<file path="src/rtl/rf_pkg.sv">
// Shared types and constants for the register-file write path.
package rf_pkg;

  localparam int DATA_W   = 32;
  localparam int ADDR_W   = 5;
  localparam int NUM_REGS = 32;

  typedef struct packed {
    logic [ADDR_W-1:0] wa;
    logic [DATA_W-1:0] wd;
  } rf_wr_t;

  function automatic logic [NUM_REGS-1:0] decode_wa(input logic [ADDR_W-1:0] wa);
    logic [NUM_REGS-1:0] onehot;
    onehot     = '0;
    onehot[wa] = 1'b1;
    return onehot;
  endfunction

endpackage

</file>
<file path="src/rtl/rf_write_arbiter_if.sv">
// Producer-side handshakes into the register-file write arbiter: WB pipe, load return, MDU.
interface rf_write_arbiter_if;
  import rf_pkg::*;

  logic              pipe_valid;
  logic              pipe_ready;
  logic [ADDR_W-1:0] pipe_wa;
  logic [DATA_W-1:0] pipe_wd;

  logic              ld_valid;
  logic              ld_ready;
  logic [ADDR_W-1:0] ld_wa;
  logic [DATA_W-1:0] ld_wd;

  logic              mdu_valid;
  logic              mdu_ready;
  logic [ADDR_W-1:0] mdu_wa;
  logic [DATA_W-1:0] mdu_wd;

  modport master (
    output pipe_valid, pipe_wa, pipe_wd, input pipe_ready,
    output ld_valid,   ld_wa,   ld_wd,   input ld_ready,
    output mdu_valid,  mdu_wa,  mdu_wd,  input mdu_ready
  );

  modport slave (
    input pipe_valid, pipe_wa, pipe_wd, output pipe_ready,
    input ld_valid,   ld_wa,   ld_wd,   output ld_ready,
    input mdu_valid,  mdu_wa,  mdu_wd,  output mdu_ready
  );

endinterface

</file>
<file path="src/rtl/rf_wr_fifo.sv">
// In-order queue of register writes with up to two pushes per cycle (port a lands first)
// and per-entry visibility of valid/wa for pending-write mask generation.
module rf_wr_fifo
  import rf_pkg::*;
#(
  parameter int QDEPTH = 2
) (
  input  logic                         clk,
  input  logic                         rst_n,
  input  logic                         push_a,
  input  rf_wr_t                       push_a_data,
  input  logic                         push_b,
  input  rf_wr_t                       push_b_data,
  input  logic                         pop,
  output rf_wr_t                       head,
  output logic [$clog2(QDEPTH+1)-1:0]  count,
  output logic [QDEPTH-1:0]            ent_valid,
  output logic [ADDR_W-1:0]            ent_wa [QDEPTH]
);

  localparam int PTR_W = $clog2(QDEPTH);
  localparam int CNT_W = $clog2(QDEPTH+1);

  rf_wr_t             mem_q [QDEPTH];
  rf_wr_t             mem_d [QDEPTH];
  logic [PTR_W-1:0]   wr_ptr_q, wr_ptr_d;
  logic [PTR_W-1:0]   rd_ptr_q, rd_ptr_d;
  logic [CNT_W-1:0]   count_q, count_d;

  function automatic logic [PTR_W-1:0] ptr_inc(input logic [PTR_W-1:0] p);
    return (int'(p) == QDEPTH-1) ? '0 : p + 1'b1;
  endfunction

  always_comb begin
    // NOTE: every comb output gets a default first so no path leaves it unassigned (no latch).
    mem_d    = mem_q;
    wr_ptr_d = wr_ptr_q;
    if (push_a) begin
      mem_d[wr_ptr_d] = push_a_data;
      wr_ptr_d        = ptr_inc(wr_ptr_d);
    end
    if (push_b) begin
      mem_d[wr_ptr_d] = push_b_data;
      wr_ptr_d        = ptr_inc(wr_ptr_d);
    end
    rd_ptr_d = pop ? ptr_inc(rd_ptr_q) : rd_ptr_q;
    count_d  = count_q + CNT_W'(push_a) + CNT_W'(push_b) - CNT_W'(pop);
  end

  // NOTE: sequential state uses non-blocking assignment so all flops update together at the edge.
  always_ff @(posedge clk or negedge rst_n) begin
    if (!rst_n) begin
      wr_ptr_q <= '0;
      rd_ptr_q <= '0;
      count_q  <= '0;
    end else begin
      wr_ptr_q <= wr_ptr_d;
      rd_ptr_q <= rd_ptr_d;
      count_q  <= count_d;
    end
  end

  // NOTE: storage is not reset; validity comes from the pointers and count, which are.
  always_ff @(posedge clk) begin
    mem_q <= mem_d;
  end

  always_comb begin
    ent_valid = '0;
    for (int i = 0; i < QDEPTH; i++) begin
      ent_valid[i] = ((i - int'(rd_ptr_q) + QDEPTH) % QDEPTH) < int'(count_q);
      ent_wa[i]    = mem_q[i].wa;
    end
  end

  assign head  = mem_q[rd_ptr_q];
  assign count = count_q;

endmodule

</file>
<file path="src/rtl/rf_write_arbiter.sv">
// Merges WB, load-return and MDU results onto the single register-file write port, with a
// shared in-order queue for load/MDU results, starvation back-pressure and a pending-write mask.
module rf_write_arbiter
  import rf_pkg::*;
#(
  parameter int QDEPTH     = 2,
  parameter int STARVE_MAX = 4
) (
  input  logic                        clk,
  input  logic                        rst_n,
  rf_write_arbiter_if.slave           wr,
  output logic                        rf_we,
  output logic [ADDR_W-1:0]           rf_wa,
  output logic [DATA_W-1:0]           rf_wd,
  output logic [NUM_REGS-1:0]         pending_mask,
  output logic [$clog2(QDEPTH+1)-1:0] q_count
);

  localparam int CNT_W = $clog2(QDEPTH+1);
  localparam int SC_W  = $clog2(STARVE_MAX+1);

  logic              rf_we_q, rf_we_d;
  logic [ADDR_W-1:0] rf_wa_q, rf_wa_d;
  logic [DATA_W-1:0] rf_wd_q, rf_wd_d;
  logic [SC_W-1:0]   starve_cnt_q, starve_cnt_d;
  logic              starve_flag_q, starve_flag_d;

  logic              pipe_wr, q_empty, pop, ld_push, mdu_push;
  rf_wr_t            fifo_head;
  logic [CNT_W-1:0]  fifo_count;
  logic [QDEPTH-1:0] ent_valid;
  logic [ADDR_W-1:0] ent_wa [QDEPTH];

  // Free slots come from the registered count only, so a same-cycle pop never admits a push.
  assign wr.ld_ready   = int'(fifo_count) < QDEPTH;
  assign wr.mdu_ready  = (int'(fifo_count) + int'(wr.ld_valid)) < QDEPTH;
  assign wr.pipe_ready = !starve_flag_q;

  always_comb begin
    pipe_wr  = wr.pipe_valid && wr.pipe_ready && (wr.pipe_wa != '0);
    q_empty  = (fifo_count == '0);
    pop      = !pipe_wr && !q_empty;
    ld_push  = wr.ld_valid  && wr.ld_ready  && (wr.ld_wa  != '0);
    mdu_push = wr.mdu_valid && wr.mdu_ready && (wr.mdu_wa != '0);
  end

  rf_wr_fifo #(.QDEPTH(QDEPTH)) u_fifo (
    .clk         (clk),
    .rst_n       (rst_n),
    .push_a      (ld_push),
    .push_a_data ('{wa: wr.ld_wa, wd: wr.ld_wd}),
    .push_b      (mdu_push),
    .push_b_data ('{wa: wr.mdu_wa, wd: wr.mdu_wd}),
    .pop         (pop),
    .head        (fifo_head),
    .count       (fifo_count),
    .ent_valid   (ent_valid),
    .ent_wa      (ent_wa)
  );

  always_comb begin
    rf_we_d = pipe_wr || pop;
    rf_wa_d = rf_wa_q;
    rf_wd_d = rf_wd_q;
    if (pipe_wr) begin
      rf_wa_d = wr.pipe_wa;
      rf_wd_d = wr.pipe_wd;
    end else if (pop) begin
      rf_wa_d = fifo_head.wa;
      rf_wd_d = fifo_head.wd;
    end

    // Flag rises together with the count reaching the limit; the forced pop then clears both.
    starve_cnt_d  = (q_empty || pop) ? '0 : starve_cnt_q + 1'b1;
    starve_flag_d = (int'(starve_cnt_d) == STARVE_MAX);
  end

  always_ff @(posedge clk or negedge rst_n) begin
    if (!rst_n) begin
      rf_we_q       <= 1'b0;
      rf_wa_q       <= '0;
      rf_wd_q       <= '0;
      starve_cnt_q  <= '0;
      starve_flag_q <= 1'b0;
    end else begin
      rf_we_q       <= rf_we_d;
      rf_wa_q       <= rf_wa_d;
      rf_wd_q       <= rf_wd_d;
      starve_cnt_q  <= starve_cnt_d;
      starve_flag_q <= starve_flag_d;
    end
  end

  always_comb begin
    pending_mask = '0;
    for (int i = 0; i < QDEPTH; i++) begin
      if (ent_valid[i]) pending_mask = pending_mask | decode_wa(ent_wa[i]);
    end
    pending_mask[0] = 1'b0;
  end

  assign rf_we   = rf_we_q;
  assign rf_wa   = rf_wa_q;
  assign rf_wd   = rf_wd_q;
  assign q_count = fifo_count;

endmodule

</file>
<file path="src/flat_wrapper.sv">
// flat-port wrapper written by rule: the top's interface ports become plain ports
module rf_write_arbiter_flat import rf_pkg::*;
#(
  parameter int QDEPTH     = 2,
  parameter int STARVE_MAX = 4
)
  (clk, rst_n, rf_we, rf_wa, rf_wd, pending_mask, q_count, wr_pipe_valid, wr_pipe_wa, wr_pipe_wd, wr_pipe_ready, wr_ld_valid, wr_ld_wa, wr_ld_wd, wr_ld_ready, wr_mdu_valid, wr_mdu_wa, wr_mdu_wd, wr_mdu_ready);
  rf_write_arbiter_if wr_i ();
  input  logic clk;
  input  logic rst_n;
  output logic rf_we;
  output logic [ADDR_W-1:0] rf_wa;
  output logic [DATA_W-1:0] rf_wd;
  output logic [NUM_REGS-1:0] pending_mask;
  output logic [$clog2(QDEPTH+1)-1:0] q_count;
  input wire logic [$bits(wr_i.pipe_valid)-1:0] wr_pipe_valid;
  input wire logic [$bits(wr_i.pipe_wa)-1:0] wr_pipe_wa;
  input wire logic [$bits(wr_i.pipe_wd)-1:0] wr_pipe_wd;
  output wire logic [$bits(wr_i.pipe_ready)-1:0] wr_pipe_ready;
  input wire logic [$bits(wr_i.ld_valid)-1:0] wr_ld_valid;
  input wire logic [$bits(wr_i.ld_wa)-1:0] wr_ld_wa;
  input wire logic [$bits(wr_i.ld_wd)-1:0] wr_ld_wd;
  output wire logic [$bits(wr_i.ld_ready)-1:0] wr_ld_ready;
  input wire logic [$bits(wr_i.mdu_valid)-1:0] wr_mdu_valid;
  input wire logic [$bits(wr_i.mdu_wa)-1:0] wr_mdu_wa;
  input wire logic [$bits(wr_i.mdu_wd)-1:0] wr_mdu_wd;
  output wire logic [$bits(wr_i.mdu_ready)-1:0] wr_mdu_ready;
  assign wr_i.pipe_valid = wr_pipe_valid;
  assign wr_i.pipe_wa = wr_pipe_wa;
  assign wr_i.pipe_wd = wr_pipe_wd;
  assign wr_pipe_ready = wr_i.pipe_ready;
  assign wr_i.ld_valid = wr_ld_valid;
  assign wr_i.ld_wa = wr_ld_wa;
  assign wr_i.ld_wd = wr_ld_wd;
  assign wr_ld_ready = wr_i.ld_ready;
  assign wr_i.mdu_valid = wr_mdu_valid;
  assign wr_i.mdu_wa = wr_mdu_wa;
  assign wr_i.mdu_wd = wr_mdu_wd;
  assign wr_mdu_ready = wr_i.mdu_ready;
  rf_write_arbiter #(.QDEPTH(QDEPTH), .STARVE_MAX(STARVE_MAX)) u_core (.clk(clk), .rst_n(rst_n), .wr(wr_i), .rf_we(rf_we), .rf_wa(rf_wa), .rf_wd(rf_wd), .pending_mask(pending_mask), .q_count(q_count));
endmodule
</file>
<file path="config.mk">
export PLATFORM = sky130hd
export DESIGN_NAME = rf_write_arbiter_flat
export DESIGN_NICKNAME = d
export VERILOG_FILES = /design/src/rtl/rf_pkg.sv /design/src/rtl/rf_write_arbiter_if.sv /design/src/rtl/rf_wr_fifo.sv /design/src/rtl/rf_write_arbiter.sv /design/src/flat_wrapper.sv
export SDC_FILE = /design/constraint.sdc
export NUM_CORES = 1
export LEC_CHECK = 0
export ABC_AREA = 1
export CAP_MARGIN = 25
export CELL_PAD_IN_SITES_DETAIL_PLACEMENT = 0
export CELL_PAD_IN_SITES_GLOBAL_PLACEMENT = 1
export CORE_MARGIN = 4
export CORE_UTILIZATION = 36
export CTS_BUF_LIST = sky130_fd_sc_hd__clkbuf_16
export DETAILED_ROUTE_END_ITERATION = 7
export HOLD_SLACK_MARGIN = 0.06
export PLACE_DENSITY_LB_ADDON = 0.1
export SLEW_MARGIN = 15
export SYNTH_ARGS = -nofsm -noshare
export SYNTH_HDL_FRONTEND = slang
export SYNTH_SLANG_ARGS = --single-unit
</file>
<file path="constraint.sdc">
create_clock -name clk -period 6.26 [get_ports clk]
set_input_delay 1.252 -clock clk [delete_from_list [all_inputs] [get_ports clk]]
set_output_delay 1.252 -clock clk [all_outputs]
set_load 0.02 [all_outputs]
</file>
==> metrics.md <==
| Metric | Value |
|---|---|
| Outcome | finished clean |
| Worst setup path end | pending_mask[26] |
| Maximum clock rate | between 200 and 250 MHz |
| Worst Tran Pin Value | between 1 and 1.5 ns |
| Crit start category | flip-flop |
| Relative slew slack | approximately 28% |
| Dpl hpwl | 17700 µm |
| Die Ht | around 150 µm |
| DR WL met2 | 11600 µm |
| Crit path max fanout | 8 |
| Most frequent cells in the layout | 555 x nand2_1, 274 x nand3_1, 188 x clkdlybuf4s50_1 |
| Most common cell after layout, fill and taps aside | nand2_1 |
| R2R depth | 6 |
| Row cnt | between 50 and 60 |
| Vias | approximately 8400 |
| Clk sinks | between 100 and 150 |
| Hold-fix buffers at CTS | 0 |
| Post-Syn Nets | 1371 |
| Core Region | roughly 0.020 mm² |
| Width of the die | 153 µm |
| Post-CTS sizing | 0 |
| Leakage | 4.76 nW |
| Sequential area share after synthesis | 34.8% |
| Top Layer Used | met4 |
| First-pass GRT wire length | about 42000 µm |
| Final Hold Vio Count | 0 |
| Hold WC Path Type | reg -> reg |
| Number of max-cap violations | 0 |
| Final slew viol count | 0 |
| Capturing point of the worst reg2reg path | u_core.u_fifo.mem_q[11] |
| Final Cell Area | approximately 0.01 mm² |
| Worst reg2reg setup slack | 3.12 ns |
| # Post-CTS Setup Buffers | 0 |
| Layout Nets | around 1500 |
| Fin crit share | 64.9% |
| Tmin final | 4.06 ns |
| Wirelength per Cell | 16.3 µm |
| Largest net degree at the start of global routing | 88 |
| Final wirelength | approximately 27000 µm |
| GRT overflow | 0 |
| Reg clk slew, reported paths | 0.06 ns |
| Top cells by area, synth | nand2_1 28%, dfxtp_1 20%, nand3_1 18%, dfrtp_1 15%, o21ai_0 7.3% |
| Final RePlAce weighted congestion | 0.826 |
| Placed insts | 1634 |
| Crit Path Class | reg -> out |
| Synthesized flop and latch total | 120 |
| Pwr/cell area | 489 mW/mm² |
| Critical Path AT | between 2 and 3 ns |
| Number of global-route vias before repair | between 7000 and 8000 |
| Layout cells sized above 1 | approximately 4% |
| Clock latency on the worst-skew pair | approximately 0.42 ns |
| Skew final | roughly 0.015 ns |
| Initial antenna violation count | 1 |
| Worst setup startpoint | u_core.u_fifo.count[1] |
| Yosys top cell area share | approximately 28% |
| Residual DRC count | 0 |
| Antenna Nets Post-Route | 0 |
| Starting density of the core | 37.0% |
| CTS tree | yes |
| Total CTS buffers | 17 |
| Reg-to-Reg Start | u_core.u_fifo.count[1] |
| Met3 wire length | ~1800 µm |
| Synthesized area | approximately 0.0076 mm² |
| Area leader, netlist | nand2_1 |
| Avg Cell Area, Syn | 6.04 µm² |
| Placed inst area | 0.00948 mm² |
| Number of synthesis warnings | 0 |
| Setup violations, final | 0 |
| Maximum vdd drop | ~230 µV |
| Crit path capture type | output pin |
| Unrepaired setup endpoints after global routing | no |
| Clock Tree Root | clkbuf_16 |
| Sum of negative setup slack | 0 ns |
| Htree depth | 4 |
| Finished Layout Cells | roughly 1700 |
| CTS max path bufs | 2 |
| Drt first pass iters | 5 |
| Post-Syn Instances | ~1300 |
| Vias per cell | 5.05 |
| DIE AREA | 0.0234 mm² |
| Port buffer count | between 150 and 200 |
| Initial drt markers | between 700 and 800 |
| Routed met1 length | approximately 14000 µm |
| Top Ports | between 150 and 200 |
| Yosys cell types | 24 |
| Worst path required time | ~5.0 ns |
| GRT Total Usage | 22.2% |
| Area grow syn2layout | 32.5% |
-- cells in the mapped netlist --
cell        n
or2_2       1
a21oi_1     4
nand2_2     2
nor2_2      2
xor2_1      2
clkbuf_1   22
conb_1      1
buf_4       8
fa_1        1
nand3_2     1
nand3_1   275
nor2_1      9
nor3_1     13
xnor2_1     1
nand2_1   556
inv_2       3
dfxtp_1    74
buf_1       5
buf_2      54
o21ai_0   111
ha_1        2
dfrtp_1    46
inv_1      58
buf_6       1
-- worst min-delay path by stage --
stage / startpoint / to / slack, ns / cells after the start
final: u_core.starve_cnt_q[0] / u_core.starve_cnt_q[0] / 0.47 / 1
after global placement: u_core.starve_cnt_q[0] / u_core.starve_cnt_q[0] / 0.45 / 1
after CTS: u_core.starve_cnt_q[0] / u_core.starve_cnt_q[0] / 0.46 / 1
after detailed placement: u_core.starve_cnt_q[0] / u_core.starve_cnt_q[0] / 0.45 / 1
after floorplan: u_core.starve_cnt_q[0] / u_core.starve_cnt_q[0] / 0.43 / 1
after global routing: u_core.starve_cnt_q[0] / u_core.starve_cnt_q[0] / 0.48 / 1
-- through the flow --
stage                     worst slack, ns  hold slack, ns  power, W  util [%]
after floorplan                      3.30           0.429   0.00308         -
after global placement               1.93           0.452   0.00395      46.3
after detailed placement             1.90           0.455   0.00399      46.4
after CTS                            2.20           0.462   0.00491      49.0
after global routing                 1.99           0.482   0.00531      49.0
final                                2.20           0.465   0.00490      49.0
-- per-layer routing --
layer,GRT usage [%],vias to the layer above
met1,34.0,3809
met4,4.84,0
met3,3.99,12
met5,0,-
met2,32.6,292
li1,-,4310
-- critical path, cell delays in order, from the launching register on --
cell	delay, ns
dfrtp_1	0.54
a21oi_1	0.14
nor3_1	0.83
nand2_1	0.09
o21ai_0	0.14
clkdlybuf4s50_1	0.65
-- power by group --
group | switching, W | internal (W)
Combinational | 0.00172 | 0.000918
Clock | 0.000372 | 0.000537
Sequential | 0.000237 | 0.00112
Total | 0.00233 | 0.00257
-- sequential cells by signal, indices dropped and copies added, names as in the netlist --
signal,cells
u_core.starve_flag_q,1
u_core.rf_wd,32
u_core.u_fifo.mem_q,64
u_core.starve_cnt_q,3
u_core.u_fifo.wr_ptr_q,1
u_core.u_fifo.count,2
u_core.rf_we,1
u_core.rf_wa,5
u_core.u_fifo.ent_wa,10
u_core.u_fifo.rd_ptr_q,1
-- logic make-up (layout without fill, tap and decap cells) --
kind of cell | count (synthesis) | count (layout) | share of synthesized area [%]
DFF | 120 | 120 | 34.8
adders and majority gates | 3 | 3 | 0.596
other | 1 | 2 | 0.0496
AOI/OAI and AO/OA | 115 | 115 | 7.61
xor gates and xnor gates | 3 | 3 | 0.348
buffers and inverters | 151 | 295 | 8.89
and+or+nand+nor | 859 | 859 | 47.7
-- area by class of cell --
cell class / count / area (µm²)
Multi-Input combinational cell: 981 / 4270
Sequential cell: 120 / 2630
Fill cell: 2148 / 10400
Timing Repair Buffer: 202 / 2000
Antenna cell: 1 / 2.50
Clock inverter: 15 / 114
Inverter: 61 / 229
Tap cell: 270 / 338
Clock buffer: 17 / 425
Power figures use the tool's default switching activity.
